===== config.mk =====
export PLATFORM = sky130hd
export DESIGN_NAME = key_event_debounce_n
export DESIGN_NICKNAME = d
export VERILOG_FILES = /design/src/rtl/key_event_debounce_n.sv
export SDC_FILE = /design/constraint.sdc
export NUM_CORES = 1
export LEC_CHECK = 0
export BUFFER_PORTS_ARGS = -buffer_cell sky130_fd_sc_hd__buf_2
export CORE_ASPECT_RATIO = 1.75
export CORE_UTILIZATION = 35
export DETAILED_ROUTE_END_ITERATION = 12
export PLACE_DENSITY = 0.57
export REMOVE_ABC_BUFFERS = 1
export SETUP_SLACK_MARGIN = 0.02
export SLEW_MARGIN = 20
export SYNTH_ARGS = -nofsm -noshare
export SYNTH_HDL_FRONTEND = slang
export SYNTH_SLANG_ARGS = --single-unit
export TNS_END_PERCENT = 50

===== constraint.sdc =====
create_clock -name clk -period 2.3 [get_ports clk]
set_input_delay 0.23 -clock clk [delete_from_list [all_inputs] [get_ports clk]]
set_output_delay 0.23 -clock clk [all_outputs]
set_load 0.03 [all_outputs]

===== src/rtl/key_event_debounce_n.sv =====
// -----------------------------------------------------------------------------
// key_event_debounce_n
//
// Multi-channel key event generator. Every raw key level is brought into the
// clock domain through a two-flop synchroniser, then run through a small FSM
// that accepts an edge, locks the channel out for a fixed number of cycles so
// contact bounce is ignored, and emits one-cycle press, release and optional
// auto-repeat strobes. Channels share nothing except the clock, the reset and
// the global repeat enable.
//
// Ports
//    clk          system clock, everything on the rising edge
//    rst          synchronous active-high reset
//    key_in       raw asynchronous key levels, 1 = pressed
//    repeat_en    global auto-repeat enable
//    press_evt    one-cycle strobe per accepted press
//    release_evt  one-cycle strobe per accepted release
//    repeat_evt   one-cycle strobe per auto-repeat
//    key_state    debounced level, set by the press strobe, cleared by release
//    any_evt      registered OR of all event strobes, same cycle as them
// -----------------------------------------------------------------------------
module key_event_debounce_n #(
   parameter int N_KEYS         = 4,
   parameter int LOCKOUT_CYCLES = 6_000_000,
   parameter int REPEAT_DELAY   = 30_000_000,
   parameter int REPEAT_PERIOD  = 6_000_000,
   parameter int CNT_W          = 26
) (
   input  logic              clk,
   input  logic              rst,
   input  logic [N_KEYS-1:0] key_in,
   input  logic              repeat_en,
   output logic [N_KEYS-1:0] press_evt,
   output logic [N_KEYS-1:0] release_evt,
   output logic [N_KEYS-1:0] repeat_evt,
   output logic [N_KEYS-1:0] key_state,
   output logic              any_evt
);

   typedef enum logic [1:0] {
      IDLE,
      LOCK_P,
      HELD,
      LOCK_R
   } keyState_t;

   // Terminal counts: counters start at 0, so the last cycle of an N-cycle
   // window is N-1.
   localparam logic [CNT_W-1:0] LOCK_LAST   = CNT_W'(LOCKOUT_CYCLES - 1);
   localparam logic [CNT_W-1:0] DELAY_LAST  = CNT_W'(REPEAT_DELAY - 1);
   localparam logic [CNT_W-1:0] PERIOD_LAST = CNT_W'(REPEAT_PERIOD - 1);

   // Per-channel "an event fires on this edge" conditions. They drive both the
   // channel FSM and the shared any_evt register, which keeps any_evt aligned
   // with the individual strobes without a second pipeline stage.
   logic [N_KEYS-1:0] w_pressFire;
   logic [N_KEYS-1:0] w_releaseFire;
   logic [N_KEYS-1:0] w_repeatFire;

   for (genvar g = 0; g < N_KEYS; g++) begin : gChannel
      keyState_t        r_state;
      logic [CNT_W-1:0] r_cnt;
      logic             r_first;
      logic             r_sync1;
      logic             r_sync2;
      logic             r_press;
      logic             r_release;
      logic             r_repeat;
      logic             r_level;
      logic [CNT_W-1:0] w_repeatLast;

      // The first repeat waits the long delay, later ones the short period.
      assign w_repeatLast = r_first ? DELAY_LAST : PERIOD_LAST;

      // Release outranks repeat in HELD, so the repeat condition requires the
      // synchronised key to still be high.
      assign w_pressFire[g]   = (r_state == IDLE) && r_sync2;
      assign w_releaseFire[g] = (r_state == HELD) && !r_sync2;
      assign w_repeatFire[g]  = (r_state == HELD) && r_sync2 && repeat_en &&
                                (r_cnt == w_repeatLast);

      // Synchroniser plus channel FSM. Event strobes default low every cycle so
      // each one lasts exactly one clock. The counter is cleared on every state
      // change and only ever counts up to a terminal value, so it never wraps.
      always_ff @(posedge clk) begin
         if (rst) begin
            r_state   <= IDLE;
            r_cnt     <= '0;
            r_first   <= 1'b1;
            r_sync1   <= 1'b0;
            r_sync2   <= 1'b0;
            r_press   <= 1'b0;
            r_release <= 1'b0;
            r_repeat  <= 1'b0;
            r_level   <= 1'b0;
         end else begin
            r_sync1   <= key_in[g];
            r_sync2   <= r_sync1;
            r_press   <= 1'b0;
            r_release <= 1'b0;
            r_repeat  <= 1'b0;
            case (r_state)
               IDLE: begin
                  if (w_pressFire[g]) begin
                     r_press <= 1'b1;
                     r_level <= 1'b1;
                     r_cnt   <= '0;
                     r_state <= LOCK_P;
                  end
               end
               LOCK_P: begin
                  if (r_cnt == LOCK_LAST) begin
                     r_cnt   <= '0;
                     r_first <= 1'b1;
                     r_state <= HELD;
                  end else begin
                     r_cnt <= r_cnt + 1'b1;
                  end
               end
               HELD: begin
                  if (w_releaseFire[g]) begin
                     r_release <= 1'b1;
                     r_level   <= 1'b0;
                     r_cnt     <= '0;
                     r_state   <= LOCK_R;
                  end else if (repeat_en) begin
                     if (w_repeatFire[g]) begin
                        r_repeat <= 1'b1;
                        r_cnt    <= '0;
                        r_first  <= 1'b0;
                     end else begin
                        r_cnt <= r_cnt + 1'b1;
                     end
                  end else begin
                     // Repeat disabled: park the timer so re-enabling starts
                     // the full initial delay again.
                     r_cnt   <= '0;
                     r_first <= 1'b1;
                  end
               end
               LOCK_R: begin
                  if (r_cnt == LOCK_LAST) begin
                     r_cnt   <= '0;
                     r_state <= IDLE;
                  end else begin
                     r_cnt <= r_cnt + 1'b1;
                  end
               end
               default: begin
                  r_cnt   <= '0;
                  r_state <= IDLE;
               end
            endcase
         end
      end

      assign press_evt[g]   = r_press;
      assign release_evt[g] = r_release;
      assign repeat_evt[g]  = r_repeat;
      assign key_state[g]   = r_level;
   end

   // Summary strobe, registered from the same fire conditions as the channel
   // strobes so it rises and falls in the same cycle as them.
   always_ff @(posedge clk) begin
      if (rst) begin
         any_evt <= 1'b0;
      end else begin
         any_evt <= |(w_pressFire | w_releaseFire | w_repeatFire);
      end
   end

endmodule


==> results.md <==
Worst setup path:
- The worst setup slack for register-to-register paths is -0.24 ns.
- STA puts the critical path data arrival time at 2.86 ns.
- Of all nets on the critical path, the largest fanout is 5.
- The kind of start point of the critical path is a flop.
- The required time of the critical path is 2.62 ns.
- The critical path is of the flop to flop type.
- Measured in cells, the most critical reg-to-reg path has a length of 8.
- The worst setup path is captured at a flop.

Die:
- The initial cell density of the core is 0.3597.
- The number of core rows is 70.
- The area enclosed by the die boundary is 22310 um^2.
- The total area inside the core boundary comes to 21110 um^2.
- The I/O pin count is 24.
- The overall die height is 196.8 um.
- The die is 113.3 um wide.

Global route:
- Entering global routing, the biggest net connects 39 pins.
- The wire length of the first global-routing pass is 34530 um.
- The overall fraction of global-route tracks in use is 0.1951.
- The number of global-route vias before repair was 7350.
- After global routing the overflow that remains totals 0.
- The initial antenna violation count is 0.

Placement:
- Once placement completed, the tool counted placed cells totaling 1332.
- The pre-CTS setup slack is -0.2336 ns.
- Detailed placement finished with a half-perimeter wire length of 14940 um.
- The final weighted congestion in routability-driven placement is 0.8404.
- The count of buffers from port buffering is 23.

Timing:
- The number of slew-limit violations in the final report is 0.
- In this run the tightest slew margin relative to its limit is 0.4161.
- Setup repair after global routing could not meet its margin everywhere.
- The number of hold-slack violations in the final timing report was 0.
- The timing-limited maximum frequency is 0.3939 GHz.
- The final number of setup-violating endpoints is 27.
- The final critical-path required period is 2.539 ns.
- The final worst-path cycle share is 1.104.
- The maximum clock skew at final layout is 0.009565 ns.
- The slew of the pin with the lowest slew margin is 0.8759 ns.
- Across all setup checks in the final design, the least slack found is -0.2386 ns.
- The total negative setup slack is -3.785 ns.

Drt:
- After detailed routing, the average wire length per cell comes to 15.47 um.
- After detailed routing, the number of remaining DRC violations is 0.
- The total routed wirelength is 21290 um.
- The vias per cell is 5.386.
- The total via count in the routed design is 7411.
- The uppermost layer routed is met4.
- The routed design uses 11110 um of met2 wire.
- In the detailed route, the total length drawn on met3 is 641 um.
- The wire length the detailed router placed on met1 is 8531 um.
- In this run the remaining antenna-violating nets after routing total 0.
- In this run, the number of DRC markers left after iteration 0 of detailed routing was 362.
- The detailed-router iteration count before antenna repair is 5.

Power and ir drop:
- The maximum vdd drop is 0.5019 mV.
- The leakage dissipation is 4.022 nW.
- The ratio of total power to cell area is 751.3 nW/um^2.

Yosys:
- The share of the yosys chip area belonging to registers is 0.3718.
- The number of flip-flops and latches in the synthesized netlist is 141.
- Each instance of the synthesized netlist takes up on average 8.146 um^2.
- In this run, synthesis inferred 0 flip-flops with an integrated enable.
- The area of the mapped netlist is 7592 um^2.
- The count of distinct cell types in the synthesized netlist is 70.
- The main flop type after synthesis is sky130_fd_sc_hd__dfxtp_1.
- The number of warnings reported in the yosys synthesis log is 0.
- Counting every instance in the synthesized netlist gives 932.
- The share of async-settable or async-resettable flops after synthesis is 0.

Finish:
- Excluding fillers, the count of instances in the completed layout stands at 1376.
- The synthesis-to-layout area growth is 33.57%.
- The final layout contains 1106 nets.
- In the layout the commonest cells are sky130_fd_sc_hd__buf_4 (138), sky130_fd_sc_hd__dfxtp_1 (132), sky130_fd_sc_hd__nand2_1 (88), sky130_fd_sc_hd__nor2_1 (76), sky130_fd_sc_hd__nand3_1 (60).
- The most common library cell in the layout ignoring fill and taps is sky130_fd_sc_hd__buf_4.
- The number of diodes added for antenna fixing is 0.
- The fraction of final layout cells with drive strength greater than 1 is 0.2675.

CTS:
- The number of levels the H-tree was split into is 4.
- TritonCTS built the clock tree.
- The number of buffers inserted during clock tree synthesis is 17.
- Clock latency on the worst-skew pair, taken at its later pin, is 0.43 ns.
- The tree is rooted in a sky130_fd_sc_hd__clkbuf_16.
- The clock passes through at most 2 buffers.
- For this design, the sink count on the clock tree is 141.
- The clock-pin transition on the worst setup and hold timing paths is 0.06 ns.

Flow run:
- The number of maximum-capacitance violations is 0.

Status:
- The checks that failed: setup timing.
- The flow ran to the end, but the final reports show violations.

Hold path:
- The worst min-delay path category is input pin to flop.
- The worst hold path passes through 2 cells.
==> routing by layer <==
layer / up-vias / GRT usage
li1: 3695 / -
met1: 3479 / 0.2011
met2: 163 / 0.3590
met3: 74 / 0.03506
met4: 0 / 0.1233
met5: - / 0
==> path summary, 6_finish.rpt <==
| path | to | startpoint |
|---|---|---|
| setup / recovery | gChannel[1].r_cnt[11] | gChannel[1].r_cnt[25] |
| hold / removal | gChannel[0].r_sync1 | key_in[0] |
| setup reg to reg | gChannel[1].r_cnt[11] | gChannel[1].r_cnt[25] |
| hold reg to reg | gChannel[3].r_sync2 | gChannel[3].r_sync1 |
==> cell type report <==
class | count | area [um^2]
Clock inverter | 14 | 240.2
Inverter | 31 | 116.4
Timing Repair Buffer | 180 | 1433
Tap cell | 288 | 360.3
Fill cell | 2062 | 10970
Multi-Input combinational cell | 704 | 4718
Sequential cell | 141 | 2834
Clock buffer | 18 | 439.2
==> kinds of logic after synthesis <==
family | count (synthesis) | share of synthesized area
AND/OR/NAND/NOR | 434 | 0.3106
AO/OA/AOI/OAI | 209 | 0.1815
flip-flops | 141 | 0.3718
buffers and inverters | 88 | 0.05356
XOR/XNOR | 28 | 0.03230
adder cells (fa/ha/maj) | 24 | 0.03955
multiplexers | 8 | 0.01071
==> state kept, by name (all words and copies together), names as in the netlist <==
register            count
gChannel.r_sync2        4
gChannel.r_sync1        4
gChannel.r_press        4
gChannel.r_release      4
gChannel.r_state        8
any_evt                 1
gChannel.r_first        4
gChannel.r_level        4
gChannel.r_repeat       4
gChannel.r_cnt        104
==> where the power goes <==
part / internal, mW / total, mW / switching, mW
combinational: 0.714 / 1.79 / 1.07
sequential: 2.55 / 2.64 / 0.0823
clock: 2.07 / 3.20 / 1.13
==> synthesized netlist by cell type (all sizes together) (22+ instances only) <==
master	count	share of area
a21oi	52	0.034
a31oi	34	0.028
and3	32	0.027
buf	29	0.024
clkbuf	28	0.014
dfxtp	141	0.37
ha	24	0.040
inv	31	0.015
nand2	88	0.044
nand2b	22	0.018
nand3	62	0.041
nand4	22	0.018
nor2	77	0.038
nor3	27	0.018
o21ai	42	0.028
==> critical path, stage by stage, from the launching register on <==
cell,delay (ns)
sky130_fd_sc_hd__dfxtp_2,0.32
sky130_fd_sc_hd__or4b_4,0.56
sky130_fd_sc_hd__or3_4,0.41
sky130_fd_sc_hd__o41ai_2,0.33
sky130_fd_sc_hd__buf_4,0.19
sky130_fd_sc_hd__o31ai_4,0.13
sky130_fd_sc_hd__buf_6,0.16
sky130_fd_sc_hd__a21o_1,0.15
sky130_fd_sc_hd__a22o_1,0.18
==> stage by stage <==
step	instance area (um^2)	power, mW	utilization	hold WS [ns]
after CTS	9839	7.572	0.4662	0.002205
final	10140	7.619	0.4804	0.01879
after global routing	10140	7.968	0.4804	0.01841
after floorplan	7302	3.655	-	0.2991
after global placement	8947	4.285	0.4239	0.4173
after detailed placement	8947	4.303	0.4239	0.4276
==> timing repair <==
| item | in CTS | in global routing |
|---|---|---|
| cloned | 2 | 3 |
| gates resized for setup | 28 | 65 |
| setup endpoints to repair | 76 | 80 |
| endpoints found under the hold margin | 2 | 0 |
| hold buffers | 2 | 0 |
| pin swaps | 11 | 31 |
| setup buffers | 2 | 3 |
(Power assumes the default switching activity.)
